### src/rtl/branch_predictor_if.sv
// Fetch-lookup and decode-update bundle for branch_predictor.
// The master side (fetch/decode) drives lookups and resolved outcomes; the predictor is the slave.
interface branch_predictor_if #(
  parameter int unsigned PC_W  = 16,
  parameter int unsigned IDX_W = 3,
  parameter int unsigned CNT_W = 2
);
  logic [PC_W-1:0]  pc_curr;
  logic [CNT_W-1:0] prediction;
  logic             predicted_taken;
  logic [PC_W-1:0]  predicted_target;
  logic             hit;
  logic [PC_W-1:0]  update_pc;
  logic             wen_BHT;
  logic             actual_taken;
  logic             wen_BTB;
  logic [PC_W-1:0]  actual_target;
  logic             update_pred_taken;
  logic [IDX_W-1:0] update_ghr;
  logic [IDX_W-1:0] ghr_out;
  logic [15:0]      branch_cnt;
  logic [15:0]      mispredict_cnt;

  modport master (
    output pc_curr, update_pc, wen_BHT, actual_taken, wen_BTB, actual_target,
           update_pred_taken, update_ghr,
    input  prediction, predicted_taken, predicted_target, hit, ghr_out,
           branch_cnt, mispredict_cnt
  );

  modport slave (
    input  pc_curr, update_pc, wen_BHT, actual_taken, wen_BTB, actual_target,
           update_pred_taken, update_ghr,
    output prediction, predicted_taken, predicted_target, hit, ghr_out,
           branch_cnt, mispredict_cnt
  );
endinterface

### src/rtl/branch_predictor.sv
// Tagged BHT + BTB with saturating direction counters and branch/mispredict statistics.
// Define BP_GSHARE_EN to index the counter array with pc index XOR global history.
module branch_predictor #(
  parameter int unsigned PC_W  = 16,
  parameter int unsigned IDX_W = 3,
  parameter int unsigned CNT_W = 2
) (
  input logic               clk,
  input logic               rst,
  branch_predictor_if.slave bus
);

  localparam int unsigned Entries = 2 ** IDX_W;
  localparam int unsigned TagW    = PC_W - IDX_W - 1;

  localparam logic [CNT_W-1:0] CntWnt = CNT_W'((1 << (CNT_W - 1)) - 1);
  localparam logic [CNT_W-1:0] CntWt  = CNT_W'(1 << (CNT_W - 1));
  localparam logic [CNT_W-1:0] CntMax = '1;
  localparam logic [15:0]      StatMax = 16'hFFFF;

  logic [Entries-1:0] valid_q, valid_d;
  logic [TagW-1:0]    tag_q    [Entries];
  logic [TagW-1:0]    tag_d    [Entries];
  logic [CNT_W-1:0]   cnt_q    [Entries];
  logic [CNT_W-1:0]   cnt_d    [Entries];
  logic [PC_W-1:0]    target_q [Entries];
  logic [PC_W-1:0]    target_d [Entries];
  logic [15:0]        branch_cnt_q, branch_cnt_d;
  logic [15:0]        mispredict_cnt_q, mispredict_cnt_d;

  logic [IDX_W-1:0] l_idx, l_cidx, u_idx, u_cidx;
  logic [TagW-1:0]  l_tag, u_tag;
  logic             l_hit, u_match;
  logic [CNT_W-1:0] l_pred;

  assign l_idx = bus.pc_curr[IDX_W:1];
  assign l_tag = bus.pc_curr[PC_W-1:IDX_W+1];
  assign u_idx = bus.update_pc[IDX_W:1];
  assign u_tag = bus.update_pc[PC_W-1:IDX_W+1];

`ifdef BP_GSHARE_EN
  logic [IDX_W-1:0] ghr_q, ghr_d;
  logic             unused_bits;

  assign l_cidx      = l_idx ^ ghr_q;
  assign u_cidx      = u_idx ^ bus.update_ghr;
  assign bus.ghr_out = ghr_q;
  assign ghr_d       = bus.wen_BHT ? ((ghr_q << 1) | IDX_W'(bus.actual_taken)) : ghr_q;
  assign unused_bits = ^{bus.pc_curr[0], bus.update_pc[0]};

  always_ff @(posedge clk) begin
    if (rst) ghr_q <= '0;
    else     ghr_q <= ghr_d;
  end
`else
  logic unused_bits;

  assign l_cidx      = l_idx;
  assign u_cidx      = u_idx;
  assign bus.ghr_out = '0;
  assign unused_bits = ^{bus.update_ghr, bus.pc_curr[0], bus.update_pc[0]};
`endif

  // Lookup reads registered state only; same-cycle updates show up next cycle.
  assign l_hit  = valid_q[l_idx] && (tag_q[l_idx] == l_tag);
  assign l_pred = l_hit ? cnt_q[l_cidx] : CntWnt;

  assign bus.hit              = l_hit;
  assign bus.prediction       = l_pred;
  assign bus.predicted_taken  = l_hit & l_pred[CNT_W-1];
  assign bus.predicted_target = l_hit ? target_q[l_idx] : '0;
  assign bus.branch_cnt       = branch_cnt_q;
  assign bus.mispredict_cnt   = mispredict_cnt_q;

  assign u_match = valid_q[u_idx] && (tag_q[u_idx] == u_tag);

  always_comb begin
    valid_d  = valid_q;
    tag_d    = tag_q;
    cnt_d    = cnt_q;
    target_d = target_q;

    if (bus.wen_BHT) begin
      if (u_match) begin
        if (bus.actual_taken) begin
          if (cnt_q[u_cidx] != CntMax) cnt_d[u_cidx] = cnt_q[u_cidx] + CNT_W'(1);
        end else begin
          if (cnt_q[u_cidx] != '0) cnt_d[u_cidx] = cnt_q[u_cidx] - CNT_W'(1);
        end
      end else begin
        cnt_d[u_cidx] = bus.actual_taken ? CntWt : CntWnt;
      end
    end else if (bus.wen_BTB && !u_match) begin
      // A target-only allocation starts weakly taken: the branch was seen taken.
      cnt_d[u_cidx] = CntWt;
    end

    if (bus.wen_BTB) target_d[u_idx] = bus.actual_target;

    if (bus.wen_BHT || bus.wen_BTB) begin
      valid_d[u_idx] = 1'b1;
      tag_d[u_idx]   = u_tag;
    end
  end

  always_comb begin
    branch_cnt_d     = branch_cnt_q;
    mispredict_cnt_d = mispredict_cnt_q;
    if (bus.wen_BHT) begin
      if (branch_cnt_q != StatMax) branch_cnt_d = branch_cnt_q + 16'd1;
      if ((bus.update_pred_taken != bus.actual_taken) && (mispredict_cnt_q != StatMax)) begin
        mispredict_cnt_d = mispredict_cnt_q + 16'd1;
      end
    end
  end

  always_ff @(posedge clk) begin
    if (rst) begin
      valid_q          <= '0;
      branch_cnt_q     <= '0;
      mispredict_cnt_q <= '0;
      for (int unsigned i = 0; i < Entries; i++) begin
        tag_q[i]    <= '0;
        cnt_q[i]    <= CntWnt;
        target_q[i] <= '0;
      end
    end else begin
      valid_q          <= valid_d;
      tag_q            <= tag_d;
      cnt_q            <= cnt_d;
      target_q         <= target_d;
      branch_cnt_q     <= branch_cnt_d;
      mispredict_cnt_q <= mispredict_cnt_d;
    end
  end

endmodule

### src/flat_wrapper.sv
// flat-port wrapper written by rule: the top's interface ports become plain ports
module branch_predictor_flat 
#(
  parameter int unsigned PC_W  = 16,
  parameter int unsigned IDX_W = 3,
  parameter int unsigned CNT_W = 2
)
  (clk, rst, bus_pc_curr, bus_update_pc, bus_wen_BHT, bus_actual_taken, bus_wen_BTB, bus_actual_target, bus_update_pred_taken, bus_update_ghr, bus_prediction, bus_predicted_taken, bus_predicted_target, bus_hit, bus_ghr_out, bus_branch_cnt, bus_mispredict_cnt);
  branch_predictor_if #(.PC_W(PC_W), .IDX_W(IDX_W), .CNT_W(CNT_W)) bus_i ();
  input logic clk;
  input logic rst;
  input wire logic [$bits(bus_i.pc_curr)-1:0] bus_pc_curr;
  input wire logic [$bits(bus_i.update_pc)-1:0] bus_update_pc;
  input wire logic [$bits(bus_i.wen_BHT)-1:0] bus_wen_BHT;
  input wire logic [$bits(bus_i.actual_taken)-1:0] bus_actual_taken;
  input wire logic [$bits(bus_i.wen_BTB)-1:0] bus_wen_BTB;
  input wire logic [$bits(bus_i.actual_target)-1:0] bus_actual_target;
  input wire logic [$bits(bus_i.update_pred_taken)-1:0] bus_update_pred_taken;
  input wire logic [$bits(bus_i.update_ghr)-1:0] bus_update_ghr;
  output wire logic [$bits(bus_i.prediction)-1:0] bus_prediction;
  output wire logic [$bits(bus_i.predicted_taken)-1:0] bus_predicted_taken;
  output wire logic [$bits(bus_i.predicted_target)-1:0] bus_predicted_target;
  output wire logic [$bits(bus_i.hit)-1:0] bus_hit;
  output wire logic [$bits(bus_i.ghr_out)-1:0] bus_ghr_out;
  output wire logic [$bits(bus_i.branch_cnt)-1:0] bus_branch_cnt;
  output wire logic [$bits(bus_i.mispredict_cnt)-1:0] bus_mispredict_cnt;
  assign bus_i.pc_curr = bus_pc_curr;
  assign bus_i.update_pc = bus_update_pc;
  assign bus_i.wen_BHT = bus_wen_BHT;
  assign bus_i.actual_taken = bus_actual_taken;
  assign bus_i.wen_BTB = bus_wen_BTB;
  assign bus_i.actual_target = bus_actual_target;
  assign bus_i.update_pred_taken = bus_update_pred_taken;
  assign bus_i.update_ghr = bus_update_ghr;
  assign bus_prediction = bus_i.prediction;
  assign bus_predicted_taken = bus_i.predicted_taken;
  assign bus_predicted_target = bus_i.predicted_target;
  assign bus_hit = bus_i.hit;
  assign bus_ghr_out = bus_i.ghr_out;
  assign bus_branch_cnt = bus_i.branch_cnt;
  assign bus_mispredict_cnt = bus_i.mispredict_cnt;
  branch_predictor #(.PC_W(PC_W), .IDX_W(IDX_W), .CNT_W(CNT_W)) u_core (.clk(clk), .rst(rst), .bus(bus_i));
endmodule
### config.mk
export PLATFORM = sky130hd
export DESIGN_NAME = branch_predictor_flat
export DESIGN_NICKNAME = d
export VERILOG_FILES = /design/src/rtl/branch_predictor_if.sv /design/src/rtl/branch_predictor.sv /design/src/flat_wrapper.sv
export SDC_FILE = /design/constraint.sdc
export NUM_CORES = 1
export LEC_CHECK = 0
export CELL_PAD_IN_SITES_DETAIL_PLACEMENT = 1
export CELL_PAD_IN_SITES_GLOBAL_PLACEMENT = 1
export CORE_MARGIN = 5
export CORE_UTILIZATION = 36
export DETAILED_ROUTE_END_ITERATION = 6
export PLACE_DENSITY_LB_ADDON = 0.1
export SLEW_MARGIN = 40
export SYNTH_ARGS = -nofsm -noshare
export SYNTH_HDL_FRONTEND = slang
export SYNTH_SLANG_ARGS = --single-unit
### constraint.sdc
create_clock -name clk -period 3.4 [get_ports clk]
set_input_delay 0.68 -clock clk [delete_from_list [all_inputs] [get_ports clk]]
set_output_delay 0.68 -clock clk [all_outputs]
set_load 0.005 [all_outputs]
# Word level (Yosys, flattened, before mapping)
# Cells that the tools add are included.
# W data, S select, Z words.
[word_totals]
ff_bits = 280
inputBits = 57
out_inout_bits = 55
wordCells = 106
[classes]
add_sub_neg = 4
n_lt_le_gt_ge = 6
eq_ne = 8
mux = 41
n_bitwise = 7
reduce_logical = 13
[op_table]
columns = ["cell", "count"]
rows = [
  ["$mux W16", 10],
  ["$bwmux W128", 1],
  ["$bwmux W96", 1],
  ["$bmux W12 S3", 2],
  ["$mux W12", 5],
  ["$bmux W16 S3", 1],
  ["$bwmux W16", 3],
  ["$demux W16 S3", 1],
  ["$demux W12 S3", 1],
  ["$add A16 B1 Y16 const B", 2],
  ["$ne A16 B16 Y1 const B", 2],
  ["$eq A12 B12 Y1", 2],
  ["$or A8 B8 Y8", 2],
  ["$mux W2", 7],
  ["$bmux W2 S3", 2],
  ["$and A8 B8 Y8", 1],
  ["$ge A4 B4 Y1 const B", 2],
  ["$lt A3 B4 Y1 const B", 2],
  ["$ne A4 B4 Y1 const B", 2],
  ["$not A3 Y4", 2],
  ["$not A8 Y8", 1],
  ["$bmux W1 S3", 2],
  ["$demux W2 S3", 1],
  ["$logic_and A1 B1 Y1", 6],
  ["other kinds (14)", 18],
]

# Logic depth before layout (Yosys ltp)
[depth]
word_depth = 10
ltp_mapped = 16
ltp_nobuf = 12

# Least setup slack after synthesis
# Ideal clock, no wire load.
[synth_timing]
path_type = "in2reg"
startpoint = "input bus_update_pc[3]"
endpoint = "register u_core.cnt_q[13] in the netlist's numbering"
setup_time_ns = 0.125
arrival_ns = 3.375
required_ns = 3.275
slack_ns = -0.100
path_stages = 15
n_path_buf = 6
path_cell_list = "buf_6 > buf_4 > buf_2 > buf_2 > buf_1 > mux4_2 > mux2i_1 > ha_1 > nor2_1 > o21ai_0 > inv_1 > o41ai_2 > buf_4 > a2bb2oi_2 > a21oi_1"
[synth_via]
elab_chain_len = 10
elab_cells_between_ends = 36
classes_between = "2 x add/sub; 2 x order compare; 4 x eq/ne; 19 x mux; 2 x bitwise; 7 x reduce/logical"
[synth_rtl]
columns = ["element", "line_no", "source"]
rows = [
  ["start, declared", "flat_wrapper.sv:13", "input wire logic [$bits(bus_i.update_pc)-1:0] bus_update_pc;"],
  ["$not A3 Y4", "-", ""],
  ["$bmux W2 S3 (tied with other cells)", "branch_predictor.sv:86, branch_predictor.sv:88", ""],
  ["$mux W2 (implied by the code) (tied with other cells) (2 in series)", "branch_predictor.sv:86, branch_predictor.sv:88", ""],
  ["$sub A2 B1 Y2 (tied with other cells)", "branch_predictor.sv:88", "if (cnt_q[u_cidx] != '0) cnt_d[u_cidx] = cnt_q[u_cidx] - CNT_W'(1);"],
  ["$bwmux W16 (tied with other cells)", "branch_predictor.sv:88", ""],
  ["$mux W16 (tied with other cells)", "branch_predictor.sv:88", ""],
  ["$mux W16 or $logic_and A1 B1 Y1 (tied branches)", "branch_predictor.sv:85, branch_predictor.sv:93", ""],
  ["$mux W16 or $reduce_bool A2 Y1 (tied branches)", "-", ""],
  ["$mux W16 or $reduce_and A3 Y1 (tied branches)", "-", ""],
  ["end signal, assigned by index", "branch_predictor.sv:124", "cnt_q[i] <= CntWnt;"],
  ["end signal, assigned", "branch_predictor.sv:130", "cnt_q <= cnt_d;"],
  ["end, declared", "branch_predictor.sv:24", "logic [CNT_W-1:0] cnt_q [Entries];"],
]
# Parallel ways exist; a longest one is shown, timed or not. The select of a mux whose other input is x is not followed.
# A chain may end at the register's enable or synchronous reset.

# Worst setup path after layout
[layout_timing]
startpoint = "input bus_pc_curr[1]"
endpoint = "output bus_prediction[0]"
[layout_via]
elab_chain_len = 7
elab_cells_between_ends = 12
classes_between = "1 x eq/ne; 9 x mux; 1 x bitwise; 1 x reduce/logical"
[layout_rtl]
columns = ["element", "line_no", "source"]
rows = [
  ["start, declared", "flat_wrapper.sv:12", "input wire logic [$bits(bus_i.pc_curr)-1:0] bus_pc_curr;"],
  ["$not A3 Y4 (implied by the code)", "branch_predictor.sv:65, branch_predictor.sv:66", ""],
  ["$bmux W12 S3", "branch_predictor.sv:65", "assign l_hit = valid_q[l_idx] && (tag_q[l_idx] == l_tag);"],
  ["$mux W12 (implied by the code) (2 in series)", "branch_predictor.sv:65", ""],
  ["$eq A12 B12 Y1", "branch_predictor.sv:65", ""],
  ["$logic_and A1 B1 Y1", "branch_predictor.sv:65", ""],
  ["$mux W2 (*)", "branch_predictor.sv:66", "assign l_pred = l_hit ? cnt_q[l_cidx] : CntWnt;"],
  ["end, declared", "flat_wrapper.sv:20", "output wire logic [$bits(bus_i.prediction)-1:0] bus_prediction;"],
]
# Every way passes the cells marked *; elsewhere a longest branch is shown, timed or not. The select of a mux whose other input is x is not followed.

==> reports/metrics.yaml <==
synthesis:
  synth_edf_count: 0
  ys_top_cells_by_area: "dfxtp_1 (41%), nand2_1 (13%), mux4_2 (11%)"
  ys.flop_type: "dfxtp_1"
  synth-seq-cells: 280
  syn_inst: 1621
  ys_types: 62
  ys_async_sr_fraction_pct: 0
  synth_top_cell_by_area: "dfxtp_1"
  synth_top_area_share_pct: 41.0
  syn_area_per_cell_um2: 8.44
  ys_warn_count: 0
  syn_area_um2: 13700
  yosysSeqAreaShare_pct: 41.0
timing:
  worstMarginPinSlew_ps: 887
  hold_slack_ps: 451
  clock_skew_ps: 15.9
  rsz0062_at_grt: "yes"
  layout_setup_ws_ps: -205
  final.setup.tns_ps: -3370
  hold_viol: 0
  finalCritPeriodShare_pct: 106
  min_period_ps: 3600
  drv_slew: 0
  max_freq_mhz: 277
  finalSetupViolCount: 20
  maxSlewHeadroom_pct: 40.8
critical_path:
  crit_path_end_kind: "primary output"
  r2r_end: "u_core.cnt_q[1]$_SDFFE_PP0P_"
  r2r_cells: 10
  worst_ep_arrival_time_ps: 2920
  required_ps: 2720
  rrSetupSlack_ps: 680
  endpoint: "bus_prediction[0]"
  path_class: "in2out"
  rr_startpoint: "u_core.tag_q[40]$_SDFFE_PP0P_"
  crit_start: "bus_pc_curr[1]"
  cp-start-kind: "input port"
  crit_fanout: 5
die:
  dieWidth_um: 205
  ios: 112
  core_um2: 37600
  die_h_um: 205
  die_area_um2: 42000
  start_util_pct: 36.4
  rows: 71
detailed_routing:
  wl_per_cell_um: 22.0
  route.detailed.drc: 0
  dr.first_iter.drc_count: 724
  final_antenna_net_count: 0
  avgViaCountPerCell: 5.48
  dr.pass1.iters: 5
  vias: 12600
  wirelength_um: 50500
pwr:
  total_power_mw: 8.06
  swShare_pct: 25.6
  max-vdd-ir-drop_mv: 0.338
  p_int_mw: 6.00
  p_clk_share_pct: 46.0
  power_frac_comb_pct: 11.4
  p_switching_mw: 2.06
  p_per_area_nw_per_um2: 468
  p_leak_nw: 6.23
  seqPwrFrac_pct: 42.6
placed_design:
  gp_congestion: 0.836
  dp_hpwl_um: 32900
  dpl.cell_count: 2225
  portBuffers: 103
clocking:
  clkTransAtPathRegs_ps: 50
  cts_buffer_depth: 3
  root_buffer: "clkbuf_16"
  hold_buffers: 0
  cts_buffers: 34
  tritoncts: "yes"
  clk_latency_ps: 530
  clock_sinks: 280
  h-tree-depth: 2
finish:
  layout_common_cells: "nand2_1 (485), dfxtp_1 (280), a21oi_1 (240)"
  antennaDiodeCount: 0
  fin_cells: 2292
  drive_above_1_share_pct: 18.9
  final_common_cell: "nand2_1"
  layout.nets: 1822
  syn2layout_area_growth_pct: 25.8
grt:
  antenna_found_initial: 0
  grtUsageTotal_pct: 23.7
  grt_pass1_vias: 13100
  overflow: 0
  grt_max_degree: 158
  grt_pass1_wl_um: 77200
min_path:
  min_path_type: "reg2reg"
outcome:
  run_status: "complete, but fails checks"
  violations: "negative setup slack"
run:
  cap_violations: 0
==> kinds of logic (layout without fill, tap and decap cells) <==
kind of cell,Yosys count,count (layout),synth area share [%]
adders and majority gates,4,4,0.366
buffers and inverters,156,314,5.45
DFF,280,280,41.0
xor gates and xnor gates,44,44,2.82
other,1,3,0.0274
muxes,142,142,16.7
AOI/OAI and AO/OA,318,318,13.2
and+or+nand+nor,676,676,20.4
==> worst min path at each step <==
stage                                                 start                                 to  slack [ps]  cells past startpoint
after CTS                  u_core.target_q[22]$_SDFFE_PP0P_   u_core.target_q[22]$_SDFFE_PP0P_         450                      2
after detailed placement   u_core.target_q[22]$_SDFFE_PP0P_   u_core.target_q[22]$_SDFFE_PP0P_         440                      2
after global routing      u_core.target_q[106]$_SDFFE_PP0P_  u_core.target_q[106]$_SDFFE_PP0P_         470                      2
after floorplan            u_core.target_q[16]$_SDFFE_PP0P_   u_core.target_q[16]$_SDFFE_PP0P_         430                      2
final                      u_core.target_q[22]$_SDFFE_PP0P_   u_core.target_q[22]$_SDFFE_PP0P_         450                      2
after global placement     u_core.target_q[36]$_SDFFE_PP0P_   u_core.target_q[36]$_SDFFE_PP0P_         440                      2
==> flip-flops by register name, indices dropped and copies added, names as in the netlist <==
name	count
u_core.target_q	128
u_core.bus.branch_cnt	16
u_core.tag_q	96
u_core.cnt_q	16
u_core.bus.mispredict_cnt	16
u_core.valid_q	8
==> per-layer routing <==
| metal | global-route usage (%) | share of wire, % |
|---|---|---|
| met1 | 29.8 | 43 |
| met2 | 42.3 | 51 |
| met3 | 3.36 | 4.0 |
| met4 | 6.72 | 2.5 |
| met5 | 0 | 0 |
==> final cells by class <==
type	count	area, um2
Tap cell	511	639
Clock inverter	14	198
Timing Repair Buffer	249	2300
Clock buffer	42	921
Inverter	9	46.3
Sequential cell	280	5610
Fill cell	4357	20400
Multi-Input combinational cell	1187	7500
==> worst max-delay path: stages <==
cell and delay (ps):
buf_12 110, buf_12 120, buf_6 90, mux4_2 490, mux2i_2 190, xnor2_1 120
nor4_2 340, nand4_1 180, buf_6 210, buf_16 180, clkinv_8 50, nand2_4 30
buf_6 120
==> what timing repair did <==
item / in CTS / in global routing
hold endpoints to repair: 0 / 0
setup buffers: 8 / 0
setup endpoints to repair: 20 / 22
resized for setup: 114 / 24
pin swaps: 19 / 8
gates cloned: 4 / 0
==> Yosys cell counts, types with 2 or more instances <==
cell,number
and3_1,14
ha_1,4
nand2_1,486
buf_2,22
o221ai_1,3
and2_1,4
mux2_2,3
or3_1,8
a22oi_1,15
nor2b_1,6
a2bb2oi_1,3
nand3_1,18
nand4_1,11
inv_1,9
o21ai_0,10
or2_2,2
xnor2_1,21
o21a_1,2
nor3_1,11
nor3b_1,2
clkbuf_1,90
a2bb2oi_2,2
nor2_1,89
o221a_2,3
buf_1,5
o22ai_1,15
buf_6,2
mux4_2,68
and2_0,2
nand2b_1,7
buf_4,27
o22a_1,4
mux2_1,2
and4_1,6
nor4_1,4
a211oi_1,2
a22o_1,3
o31ai_1,4
dfxtp_1,280
a21oi_1,240
mux2i_1,68
xor2_1,23
a221oi_1,2
==> through the flow <==
stage	cell area (um2)	setup slack, ps	utilization (%)
5_1_grt	17200	-280	45.8
2_1_floorplan	13700	9.11	-
3_3_place_gp	15800	-616	42.1
4_1_cts	17100	-170	45.6
3_5_place_dp	15800	-704	42.1
6_report	17200	-205	45.8
==> power by group through the flow <==
stage / Combinational, mW / Sequential [mW] / Clock (mW)
global route: 0.989 / 3.44 / 3.92
CTS: 0.926 / 3.43 / 3.80
floorplan: 0.534 / 3.48 / 0
global placement: 0.884 / 3.50 / 0
detailed placement: 0.902 / 3.50 / 0
finish: 0.923 / 3.43 / 3.71
Power figures use the tool's default switching activity.
